--- src/rtl/spi_ram_arbiter_if.sv ---
// Signal bundle for spi_ram_arbiter: SPI-slave word stream, local host port and single-port RAM.
// slave is the arbiter's view, master is the surrounding environment's view.
interface spi_ram_arbiter_if #(
  parameter int unsigned ADDR_W = 8,
  parameter int unsigned DATA_W = 8
);
  logic [9:0]        rx_data;
  logic              rx_valid;
  logic [DATA_W-1:0] tx_data;
  logic              tx_valid;

  logic              host_req;
  logic              host_we;
  logic [ADDR_W-1:0] host_addr;
  logic [DATA_W-1:0] host_wdata;
  logic              host_gnt;
  logic [DATA_W-1:0] host_rdata;
  logic              host_rvalid;

  logic              ram_en;
  logic              ram_we;
  logic [ADDR_W-1:0] ram_addr;
  logic [DATA_W-1:0] ram_din;
  logic [DATA_W-1:0] ram_dout;

  logic              err_ovf;

  modport slave (
    input  rx_data, rx_valid, host_req, host_we, host_addr, host_wdata, ram_dout,
    output tx_data, tx_valid, host_gnt, host_rdata, host_rvalid,
           ram_en, ram_we, ram_addr, ram_din, err_ovf
  );

  modport master (
    output rx_data, rx_valid, host_req, host_we, host_addr, host_wdata, ram_dout,
    input  tx_data, tx_valid, host_gnt, host_rdata, host_rvalid,
           ram_en, ram_we, ram_addr, ram_din, err_ovf
  );
endinterface

--- src/rtl/spi_ram_arbiter.sv ---
// Arbitrates SPI-slave commands and a local host port onto one single-port RAM (1-cycle read).
// Define SPI_RAM_ARB_RR_EN for round-robin on contention; by default SPI always wins.
module spi_ram_arbiter #(
  parameter int unsigned ADDR_W = 8,
  parameter int unsigned DATA_W = 8
) (
  input logic              clk,
  input logic              rst_n,
  spi_ram_arbiter_if.slave bus
);

  typedef enum logic [1:0] {StIdle, StAcc, StRd} state_e;

  state_e            state_q, state_d;
  logic [ADDR_W-1:0] wr_addr_q, wr_addr_d;
  logic [ADDR_W-1:0] rd_addr_q, rd_addr_d;
  logic              pend_q, pend_d;
  logic              pend_we_q, pend_we_d;
  logic [ADDR_W-1:0] pend_addr_q, pend_addr_d;
  logic [DATA_W-1:0] pend_data_q, pend_data_d;
  logic              win_spi_q, win_spi_d;
  logic              acc_we_q, acc_we_d;
  logic [ADDR_W-1:0] acc_addr_q, acc_addr_d;
  logic [DATA_W-1:0] acc_din_q, acc_din_d;
  logic [DATA_W-1:0] tx_data_q, tx_data_d;
  logic              tx_valid_q, tx_valid_d;
  logic [DATA_W-1:0] host_rdata_q, host_rdata_d;
  logic              host_rvalid_q, host_rvalid_d;
  logic              err_ovf_q, err_ovf_d;

  logic [1:0] cmd;
  logic [7:0] payload;
  logic       spi_granted;
  logic       pick_spi;

  assign cmd         = bus.rx_data[9:8];
  assign payload     = bus.rx_data[7:0];
  assign spi_granted = (state_q == StAcc) && win_spi_q;

`ifdef SPI_RAM_ARB_RR_EN
  logic last_spi_q, last_spi_d;

  // On contention the side that did not win last time goes first.
  assign pick_spi = pend_q && (!bus.host_req || !last_spi_q);

  always_comb begin
    last_spi_d = last_spi_q;
    if (state_q == StIdle && (pend_q || bus.host_req)) begin
      last_spi_d = pick_spi;
    end
  end

  always_ff @(posedge clk or negedge rst_n) begin
    if (!rst_n) begin
      last_spi_q <= 1'b0;
    end else begin
      last_spi_q <= last_spi_d;
    end
  end
`else
  assign pick_spi = pend_q;
`endif

  always_comb begin
    state_d       = state_q;
    wr_addr_d     = wr_addr_q;
    rd_addr_d     = rd_addr_q;
    pend_d        = pend_q;
    pend_we_d     = pend_we_q;
    pend_addr_d   = pend_addr_q;
    pend_data_d   = pend_data_q;
    win_spi_d     = win_spi_q;
    acc_we_d      = acc_we_q;
    acc_addr_d    = acc_addr_q;
    acc_din_d     = acc_din_q;
    tx_data_d     = tx_data_q;
    tx_valid_d    = 1'b0;
    host_rdata_d  = host_rdata_q;
    host_rvalid_d = 1'b0;
    err_ovf_d     = err_ovf_q;

    case (state_q)
      StIdle: begin
        if (pend_q || bus.host_req) begin
          win_spi_d = pick_spi;
          if (pick_spi) begin
            acc_we_d   = pend_we_q;
            acc_addr_d = pend_addr_q;
            acc_din_d  = pend_data_q;
          end else begin
            acc_we_d   = bus.host_we;
            acc_addr_d = bus.host_addr;
            acc_din_d  = bus.host_wdata;
          end
          state_d = StAcc;
        end
      end
      StAcc: begin
        if (win_spi_q) begin
          pend_d = 1'b0;
        end
        state_d = acc_we_q ? StIdle : StRd;
      end
      StRd: begin
        if (win_spi_q) begin
          tx_data_d  = bus.ram_dout;
          tx_valid_d = 1'b1;
        end else begin
          host_rdata_d  = bus.ram_dout;
          host_rvalid_d = 1'b1;
        end
        state_d = StIdle;
      end
      default: state_d = StIdle;
    endcase

    // Evaluated after the FSM so a request accepted in the granting cycle survives the clear.
    if (bus.rx_valid) begin
      case (cmd)
        2'b00: wr_addr_d = ADDR_W'(payload);
        2'b10: rd_addr_d = ADDR_W'(payload);
        default: begin
          if (!pend_q || spi_granted) begin
            pend_d      = 1'b1;
            pend_we_d   = !cmd[1];
            pend_addr_d = cmd[1] ? rd_addr_q : wr_addr_q;
            pend_data_d = DATA_W'(payload);
          end else begin
            err_ovf_d = 1'b1;
          end
        end
      endcase
    end
  end

  always_ff @(posedge clk or negedge rst_n) begin
    if (!rst_n) begin
      state_q       <= StIdle;
      wr_addr_q     <= '0;
      rd_addr_q     <= '0;
      pend_q        <= 1'b0;
      pend_we_q     <= 1'b0;
      pend_addr_q   <= '0;
      pend_data_q   <= '0;
      win_spi_q     <= 1'b0;
      acc_we_q      <= 1'b0;
      acc_addr_q    <= '0;
      acc_din_q     <= '0;
      tx_data_q     <= '0;
      tx_valid_q    <= 1'b0;
      host_rdata_q  <= '0;
      host_rvalid_q <= 1'b0;
      err_ovf_q     <= 1'b0;
    end else begin
      state_q       <= state_d;
      wr_addr_q     <= wr_addr_d;
      rd_addr_q     <= rd_addr_d;
      pend_q        <= pend_d;
      pend_we_q     <= pend_we_d;
      pend_addr_q   <= pend_addr_d;
      pend_data_q   <= pend_data_d;
      win_spi_q     <= win_spi_d;
      acc_we_q      <= acc_we_d;
      acc_addr_q    <= acc_addr_d;
      acc_din_q     <= acc_din_d;
      tx_data_q     <= tx_data_d;
      tx_valid_q    <= tx_valid_d;
      host_rdata_q  <= host_rdata_d;
      host_rvalid_q <= host_rvalid_d;
      err_ovf_q     <= err_ovf_d;
    end
  end

  assign bus.ram_en      = (state_q == StAcc);
  assign bus.ram_we      = (state_q == StAcc) && acc_we_q;
  assign bus.ram_addr    = acc_addr_q;
  assign bus.ram_din     = acc_din_q;
  assign bus.host_gnt    = (state_q == StAcc) && !win_spi_q;
  assign bus.tx_data     = tx_data_q;
  assign bus.tx_valid    = tx_valid_q;
  assign bus.host_rdata  = host_rdata_q;
  assign bus.host_rvalid = host_rvalid_q;
  assign bus.err_ovf     = err_ovf_q;

endmodule

--- src/flat_wrapper.sv ---
// flat-port wrapper written by rule: the top's interface ports become plain ports
module spi_ram_arbiter_flat 
#(
  parameter int unsigned ADDR_W = 8,
  parameter int unsigned DATA_W = 8
)
  (clk, rst_n, bus_rx_data, bus_rx_valid, bus_host_req, bus_host_we, bus_host_addr, bus_host_wdata, bus_ram_dout, bus_tx_data, bus_tx_valid, bus_host_gnt, bus_host_rdata, bus_host_rvalid, bus_ram_en, bus_ram_we, bus_ram_addr, bus_ram_din, bus_err_ovf);
  spi_ram_arbiter_if #(.ADDR_W(ADDR_W), .DATA_W(DATA_W)) bus_i ();
  input logic clk;
  input logic rst_n;
  input wire logic [$bits(bus_i.rx_data)-1:0] bus_rx_data;
  input wire logic [$bits(bus_i.rx_valid)-1:0] bus_rx_valid;
  input wire logic [$bits(bus_i.host_req)-1:0] bus_host_req;
  input wire logic [$bits(bus_i.host_we)-1:0] bus_host_we;
  input wire logic [$bits(bus_i.host_addr)-1:0] bus_host_addr;
  input wire logic [$bits(bus_i.host_wdata)-1:0] bus_host_wdata;
  input wire logic [$bits(bus_i.ram_dout)-1:0] bus_ram_dout;
  output wire logic [$bits(bus_i.tx_data)-1:0] bus_tx_data;
  output wire logic [$bits(bus_i.tx_valid)-1:0] bus_tx_valid;
  output wire logic [$bits(bus_i.host_gnt)-1:0] bus_host_gnt;
  output wire logic [$bits(bus_i.host_rdata)-1:0] bus_host_rdata;
  output wire logic [$bits(bus_i.host_rvalid)-1:0] bus_host_rvalid;
  output wire logic [$bits(bus_i.ram_en)-1:0] bus_ram_en;
  output wire logic [$bits(bus_i.ram_we)-1:0] bus_ram_we;
  output wire logic [$bits(bus_i.ram_addr)-1:0] bus_ram_addr;
  output wire logic [$bits(bus_i.ram_din)-1:0] bus_ram_din;
  output wire logic [$bits(bus_i.err_ovf)-1:0] bus_err_ovf;
  assign bus_i.rx_data = bus_rx_data;
  assign bus_i.rx_valid = bus_rx_valid;
  assign bus_i.host_req = bus_host_req;
  assign bus_i.host_we = bus_host_we;
  assign bus_i.host_addr = bus_host_addr;
  assign bus_i.host_wdata = bus_host_wdata;
  assign bus_i.ram_dout = bus_ram_dout;
  assign bus_tx_data = bus_i.tx_data;
  assign bus_tx_valid = bus_i.tx_valid;
  assign bus_host_gnt = bus_i.host_gnt;
  assign bus_host_rdata = bus_i.host_rdata;
  assign bus_host_rvalid = bus_i.host_rvalid;
  assign bus_ram_en = bus_i.ram_en;
  assign bus_ram_we = bus_i.ram_we;
  assign bus_ram_addr = bus_i.ram_addr;
  assign bus_ram_din = bus_i.ram_din;
  assign bus_err_ovf = bus_i.err_ovf;
  spi_ram_arbiter #(.ADDR_W(ADDR_W), .DATA_W(DATA_W)) u_core (.clk(clk), .rst_n(rst_n), .bus(bus_i));
endmodule
--- config.mk ---
export PLATFORM = sky130hd
export DESIGN_NAME = spi_ram_arbiter_flat
export DESIGN_NICKNAME = d
export VERILOG_FILES = /design/src/rtl/spi_ram_arbiter_if.sv /design/src/rtl/spi_ram_arbiter.sv /design/src/flat_wrapper.sv
export SDC_FILE = /design/constraint.sdc
export NUM_CORES = 1
export LEC_CHECK = 0
export CAP_MARGIN = 15
export CORE_ASPECT_RATIO = 0.9
export CORE_MARGIN = 2
export CORE_UTILIZATION = 44
export CTS_CLUSTER_SIZE = 14
export DETAILED_ROUTE_END_ITERATION = 7
export PLACE_DENSITY_LB_ADDON = 0.1
export REMOVE_ABC_BUFFERS = 1
export SYNTH_ARGS = -nofsm -noshare
export SYNTH_HDL_FRONTEND = slang
export SYNTH_SLANG_ARGS = --single-unit
--- constraint.sdc ---
create_clock -name clk -period 1.4 [get_ports clk]
set_input_delay 0.42 -clock clk [delete_from_list [all_inputs] [get_ports clk]]
set_output_delay 0.42 -clock clk [all_outputs]
set_load 0.005 [all_outputs]
Yosys cells after proc, flatten, opt, wreduce, memory -nomap -nowiden. Cells that the tools add are included.

$add $sub $neg: 0. Multiply operators: 0. Divide/modulo/power cells: 0. Order comparisons: 0. Eq/ne operators: 4. Shift-type cells: 0. Muxes and demuxes: 16. Bitwise operators: 3. Reductions and logical operators: 18.

Operators by type and width (number): 8-bit two-way mux (3); 1-bit two-way mux (10); 2-bit AND reduction (5); 3-bit AND reduction (2); 2-bit == test, second input constant (2); 2-bit logical NOT (2); 2-bit two-way mux (2); 2-bit case mux with 2 select lines (1); 1-bit logical AND (3); 1-bit logical NOT (3); 1-bit NOT (3); 2-bit by 1-bit == test with 1-bit output, second input constant (1); 1-bit logical OR (2); 2-bit by 1-bit inequality test with 1-bit output, second input constant (1); 2-bit OR reduction (1).

Flip-flop bits (word level): 73. Latch bits: 0. Bits in writable memories: 0. ROM bits: 0. Bits of input ports: 39. Output and inout bits: 38. Logic and storage cells: 57. Memories: 0.

Longest topological paths before layout. Gate-level depths: netlist of the first run.

Depth after elaboration: 6. Gate-level depth with buffers: 4. Depth with buffers taken out: 3.

Worst setup path before layout of the first run. OpenSTA, ideal clock, no wires.

Path kind: flip-flop to flip-flop. From: reg u_core.state_q[1]. To: reg u_core.pend_addr_q[7]. Library setup time: 0.125 ns. Data arrival time: 1.334 ns. Required time: 1.275 ns. Slack: -0.060 ns. Stages on the path, launching flop included: 5. Path buffers: 1. Clock period less this slack: 1.460 ns. Cells stage by stage: dfrtp_1 > nand3b_4 > a21oi_4 > buf_12 > mux2_4.

Cells in the longest elaborated chain, start to end: 4.

RTL lines: from (decl) (RTL line spi_ram_arbiter.sv:14) `state_e state_q, state_d;`; from (signal assigned) (RTL line spi_ram_arbiter.sv:138) `state_q <= StIdle;`; from (signal assigned) (RTL line spi_ram_arbiter.sv:155) `state_q <= state_d;`; 2-bit by 1-bit == test with 1-bit output (RTL line spi_ram_arbiter.sv:38) `assign spi_granted = (state_q == StAcc) && win_spi_q;`; 1-bit logical AND (RTL line spi_ram_arbiter.sv:38); 1-bit logical OR (RTL line spi_ram_arbiter.sv:123) `if (!pend_q || spi_granted) begin`; 3-bit AND reduction (no line); to (signal assigned) (RTL line spi_ram_arbiter.sv:160) `pend_addr_q <= pend_addr_d;`; to (decl) (RTL line spi_ram_arbiter.sv:19) `logic [ADDR_W-1:0] pend_addr_q, pend_addr_d;`.

Every way passes these cells. A chain may end at the register's enable or synchronous reset.

Final worst setup path of the first run.
From: reg u_core.state_q[1]. To: out bus_ram_we.

Cells in the longest elaborated chain, start to end: 2.

RTL lines: 2-bit by 1-bit == test with 1-bit output (RTL line spi_ram_arbiter.sv:175) `assign bus.ram_we = (state_q == StAcc) && acc_we_q;`; 1-bit logical AND (RTL line spi_ram_arbiter.sv:175); to (decl) (RTL line flat_wrapper.sv:24) `output wire logic [$bits(bus_i.ram_we)-1:0] bus_ram_we;`.

Every way passes these cells.

==> out/metrics.cfg, run 1 <==
[outcome]
status = complete, but fails checks
violations = negative setup slack

[synthesis]
syn_area_per_cell_sq_um = 16.5
ys.flop_type = dfrtp_1
ys_top_cells_by_area = dfrtp_1, mux2_2, mux2_4
postSynth.asyncResetShare_pct = 100
synth_area_sq_mm = 0.00313
synth_top_cell_area_share_pct = 58.4
synthCells = 190
synth_enable_flop_cells = 0
ys_types = 19
yosysTopAreaCell = dfrtp_1
ys_top_cells_by_count = dfrtp_1, mux2_2, mux2_4
yosysSeqAreaShare_pct = 58.4
yosysWarnings = 0
ys_ff_latch = 73

[place]
dp_cells = 376
io_buffer_count = 76
dpl.hpwl_mm = 4.21
gp_congestion = 0.708

[setup_path]
arrival_ps = 1240
path_class = reg2out
critical_path.max_fanout = 3
r2r_slack_ps = -210
worstPathRequired_ps = 980
cp-start-kind = flop
end_kind = output port

[cells_and_area]
multi_input_area_sq_mm = 0.00133
fin_nets = 349
area_delta_synth_final_pct = 47.9
num_antenna_cells = 0
final_cells = 408
seqCellArea_sq_mm = 0.00183
fillers = 534
layout-drive-gt1-share_pct = 49.8

[drt]
ant_nets = 0
routed_wl_mm = 6.44
first_pass_iters = 4
vias = 1949
drtIter0Drc = 47
vias_per_cell = 4.78
wl_per_cell_um = 15.8
drc_errors = 0

[timing]
rsz0062_at_grt = true
fin_crit_sh_pct = 118
fmax_mhz = 604
fin_skew_ps = 7.69
hold_viol_final = 0
report.final.slew_viol_count = 0
fin_ws_ps = -257
max_slew_margin_pct = 74.6
setup_viol = 38
post-route-min-period_ps = 1660
worst_pin_slew_ps = 381
whs_ps = 96.1

[die]
core_sq_mm = 0.00697
fp-row-count = 29
die-area_sq_mm = 0.00780
die_h_um = 84.0
chipWidth_um = 92.9
start_util_pct = 44.9
pin_count = 77

[power]
cellLeakagePower_uw = 0.00212
peakVddDrop_mv = 0.966
p_per_area_mw_per_mm2 = 2130

[clock_tree]
tritoncts = done
cts_root_buffer = clkbuf_8
cts_sinks = 73
cts.path.max_buffers = 2
cts_buffers = 9
hold_buffers = 0
h-tree-depth = 3
clk_pin_slew_ps = 80
worstSkewPairLatency_ps = 330

[grt]
grt_pass1_vias = 2006
track_usage_pct = 17.4
antenna_found_initial = 0
overflow = 0
grt_pass1_wl_mm = 10.4
grt_max_degree = 74

[worst_hold_path]
hold_path_class = in2async

[flow_run]
maxCapViolCount = 0

==> cell families after synthesis <==
family          Yosys count  synth area share (%)
compound gates            2                 0.760
buf+inv                   9                  2.20
flops                    73                  58.4
mux                      92                  35.2
simple gates             14                  3.44
==> final cells by class <==
cell class,instances,share of cell area [%]
clock buffer,11,3.27
sequential,73,39.5
clock inverter,5,1.68
tap,93,2.51
timing repair buffer,115,24.1
multi-input combinational,108,28.7
inverter,3,0.243
==> repair_timing <==
| action | CTS | global route |
|---|---|---|
| setup endpoints to repair | 96 | 52 |
| buffers inserted | 11 | 4 |
| resized for setup | 110 | 14 |
| pin swaps | 5 | 1 |
| cloned | 2 | 0 |
==> layer usage <==
metal	share of wire, %	track usage, %	up-vias
li1	-	-	915
met1	51	26.4	984
met2	43	24.8	45
met3	5.0	5.06	5
met4	0.89	4.01	0
met5	0	0	-
==> worst max-delay path: stages (launching register included) <==
cell	delay (ps)
dfrtp_1	380
or2b_1	260
inv_2	60
and2_1	100
buf_2	100
==> sequential cells by signal (all words and copies together), names as in the netlist <==
name                    count
u_core.acc_we_q             1
u_core.bus.err_ovf          1
u_core.bus.host_rdata       8
u_core.bus.host_rvalid      1
u_core.bus.ram_addr         8
u_core.bus.ram_din          8
u_core.bus.tx_data          8
u_core.bus.tx_valid         1
u_core.pend_addr_q          8
u_core.pend_data_q          8
u_core.pend_q               1
u_core.pend_we_q            1
u_core.rd_addr_q            8
u_core.state_q              2
u_core.win_spi_q            1
u_core.wr_addr_q            8
==> power breakdown <==
group	internal, uW	total (uW)	switching, uW	leakage [uW]
Combinational	3050	4470	1420	0.00113
Sequential	3020	3500	479	0.000868
Clock	1100	1870	775	0.000115
==> layout by cell type (no fill, tap or decap), drive strengths merged <==
| cell type | instances |
|---|---|
| mux2 | 91 |
| dfrtp | 73 |
| buf | 43 |
| clkdlybuf4s50 | 34 |
| clkdlybuf4s15 | 33 |
| clkbuf | 12 |
| dlygate4sd2 | 4 |
| nor2 | 3 |
| nand2 | 3 |
| nand3b | 3 |
| inv | 3 |
| nor3b | 2 |
| clkinv | 2 |
| bufinv | 2 |
| or2b | 1 |
| and2 | 1 |
| nor3 | 1 |
| a21oi | 1 |
| mux2i | 1 |
| o21bai | 1 |
| clkinvlp | 1 |
==> final timing paths <==
path / startpoint / cells after the start / end
setup / recovery: u_core.state_q[1] / 4 / bus_ram_we
hold / removal: rst_n / 2 / u_core.bus.ram_din[5]
setup reg to reg: u_core.state_q[1] / 6 / u_core.pend_data_q[2]
hold reg to reg: u_core.rd_addr_q[7] / 1 / u_core.rd_addr_q[7]
max in group asynchronous: rst_n / 2 / u_core.wr_addr_q[4]
min in group clk: u_core.rd_addr_q[7] / 1 / u_core.rd_addr_q[7]
==> through the flow <==
stage	utilization [%]	cell area, sq um	setup TNS (ps)	total power, uW	worst slack (ps)
after CTS	65.7	4580	-5860	9800	-285
after detailed placement	59.8	4170	-22280	7570	-513
after global routing	66.4	4630	-8670	10400	-333
after global placement	59.8	4170	-22280	7490	-467
final	66.4	4630	-5810	9840	-257
after floorplan	-	3070	-18050	5620	-663
No activity file was read; power rests on OpenSTA's default activity.
==> inputs of run 2 (changes only) <==
--- a/config.mk
+++ b/config.mk
@@ -12,6 +12,7 @@
 export CTS_CLUSTER_SIZE = 14
 export DETAILED_ROUTE_END_ITERATION = 7
 export PLACE_DENSITY_LB_ADDON = 0.1
+export RECOVER_POWER = 50
 export REMOVE_ABC_BUFFERS = 1
 export SYNTH_ARGS = -nofsm -noshare
 export SYNTH_HDL_FRONTEND = slang
==> out/metrics.cfg, run 2 (same netlist as run 1, synthesis figures left out) <==
[outcome]
status = complete, but fails checks
violations = negative setup slack

[timing]
fmax_mhz = 604  ; about the same
fin_ws_ps = -257  ; +0.0750 ps
fin_skew_ps = 7.69  ; +0.000110 ps
worst_pin_slew_ps = 990  ; +609 ps
post-route-min-period_ps = 1660  ; -0.0750 ps
report.final.slew_viol_count = 0  ; unchanged
max_slew_margin_pct = 34.0  ; -41 points
setup-tns-final_ps = -5820  ; -5.66 ps
fin_crit_sh_pct = 118  ; about the same
hold_viol_final = 0  ; unchanged
setup_viol = 38  ; unchanged
rsz0062_at_grt = true

[cells_and_area]
layout_commonest_cell = dfrtp_1
final_cells = 408  ; unchanged
layout-drive-gt1-share_pct = 49.8  ; unchanged
fin_nets = 349  ; unchanged
num_antenna_cells = 0  ; unchanged
final_cell_mix = dfrtp_1, mux2_2, mux2_4
area_delta_synth_final_pct = 47.5

[clock_tree]
hold_buffers = 0  ; unchanged
cts.path.max_buffers = 2  ; unchanged
h-tree-depth = 3  ; unchanged
tritoncts = done
cts_sinks = 73  ; unchanged
cts_root_buffer = clkbuf_8
clk_pin_slew_ps = 80  ; about the same
cts_buffers = 9  ; unchanged
worstSkewPairLatency_ps = 330  ; about the same

[die]
pin_count = 77  ; unchanged
die-area_sq_mm = 0.00780  ; unchanged
chipWidth_um = 92.9  ; unchanged
start_util_pct = 44.9  ; unchanged
die_h_um = 84.0  ; unchanged
core_sq_mm = 0.00697  ; unchanged
fp-row-count = 29  ; unchanged

[setup_path]
arrival_ps = 1240  ; about the same
path_class = reg2out
cp-startpoint = u_core.state_q[1]
worst_r2r_startpoint = u_core.state_q[1]
worstPathRequired_ps = 980  ; about the same
critical_path.max_fanout = 3  ; unchanged
cp-start-kind = flop
end_kind = output port
r2r_cells = 6  ; unchanged

[power]
cellLeakagePower_uw = 0.00211  ; -0.24%
peakVddDrop_mv = 0.966  ; about the same
swShare_pct = 27.2  ; about the same
p_per_area_mw_per_mm2 = 2130  ; +0.22%
p_seq_share_pct = 35.6  ; about the same
combPwrFrac_pct = 45.4  ; about the same
design_power_total_uw = 9830  ; about the same
switching_power_uw = 2670  ; about the same
p_int_uw = 7160  ; about the same
clock_power_share_pct = 19.0  ; about the same

[drt]
drtIter0Drc = 47  ; unchanged
routed_wl_mm = 6.44  ; about the same
vias_per_cell = 4.78  ; about the same
vias = 1950  ; +0.051%
wl_per_cell_um = 15.8  ; about the same
ant_nets = 0  ; unchanged
drc_errors = 0  ; unchanged
first_pass_iters = 4  ; unchanged

[worst_hold_path]
hold_path_class = in2async

[place]
dp_cells = 376  ; unchanged
dpl.hpwl_mm = 4.21  ; unchanged
io_buffer_count = 76  ; unchanged
pre_cts_slack_ps = -513  ; unchanged
gp_congestion = 0.708  ; unchanged

[grt]
antenna_found_initial = 0  ; unchanged
overflow = 0  ; unchanged
grt_pass1_vias = 2006  ; unchanged
grt_pass1_wl_mm = 10.4  ; unchanged
grt_max_degree = 74  ; unchanged
track_usage_pct = 17.4  ; unchanged

[flow_run]
maxCapViolCount = 0  ; unchanged

run 2: critical path, stage by stage, from the launching register on:
cell	delay, ps
dfrtp_1	380
or2b_1	260
inv_2	60
and2_1	100
buf_2	100
run 2: worst paths after layout:
kind | slack (ps) | endpoint
max in group asynchronous | 400 | u_core.wr_addr_q[4]
setup reg to reg | -210 | u_core.pend_data_q[2]
min in group clk | 510 | u_core.rd_addr_q[7]
hold / removal | 390 | u_core.pend_data_q[5]
setup / recovery | -260 | bus_ram_we
hold reg to reg | 510 | u_core.rd_addr_q[7]
run 2: final cells by class:
| class | count | area (sq um) |
|---|---|---|
| inverter | 3 | 11.3 |
| multi-input combinational | 108 | 1330 |
| clock inverter | 5 | 77.6 |
| clock buffer | 11 | 151 |
| fill | 536 | 2350 |
| sequential | 73 | 1830 |
| tap | 93 | 116 |
| timing repair buffer | 115 | 1100 |
run 2: metrics by stage:
stage,hold WS (ps),utilization [%],instance area (sq um)
after CTS,99.3,65.7,4580
after detailed placement,469,59.8,4170
after floorplan,124,-,3070
after global routing,452,66.2,4610
after global placement,468,59.8,4170
final,385,66.2,4610
run 2: power by group through the flow:
stage	clock network [uW]	registers, uW	logic, uW
after floorplan	0	3580	2030
after global placement	0	3520	3970
after detailed placement	0	3540	4030
after CTS	1920	3480	4400
after global routing	2020	3610	4790
final	1870	3500	4460
run 2: what timing repair did:
item / in CTS / in global routing
setup endpoints to repair: 96 / 52
setup buffers: 11 / 4
pin swaps: 5 / 1
gates cloned: 2 / 0
resized for setup: 110 / 14
run 2: routing by layer:
metal | global-route usage (%) | up-vias | routed length (um)
li1 | - | 915 | -
met1 | 26.4 | 983 | 3260
met2 | 24.8 | 47 | 2770
met3 | 5.06 | 5 | 350
met4 | 4.01 | 0 | 57
met5 | 0 | - | 0
==> inputs of run 3 (changes only) <==
--- a/config.mk
+++ b/config.mk
@@ -5,14 +5,13 @@
 export SDC_FILE = /design/constraint.sdc
 export NUM_CORES = 1
 export LEC_CHECK = 0
-export CAP_MARGIN = 15
 export CORE_ASPECT_RATIO = 0.9
 export CORE_MARGIN = 2
 export CORE_UTILIZATION = 44
 export CTS_CLUSTER_SIZE = 14
 export DETAILED_ROUTE_END_ITERATION = 7
+export HOLD_SLACK_MARGIN = 0.05
 export PLACE_DENSITY_LB_ADDON = 0.1
-export RECOVER_POWER = 50
 export REMOVE_ABC_BUFFERS = 1
 export SYNTH_ARGS = -nofsm -noshare
 export SYNTH_HDL_FRONTEND = slang
==> results of run 3 <==
Final layout, timing and power as in run 1 (identical DEF).
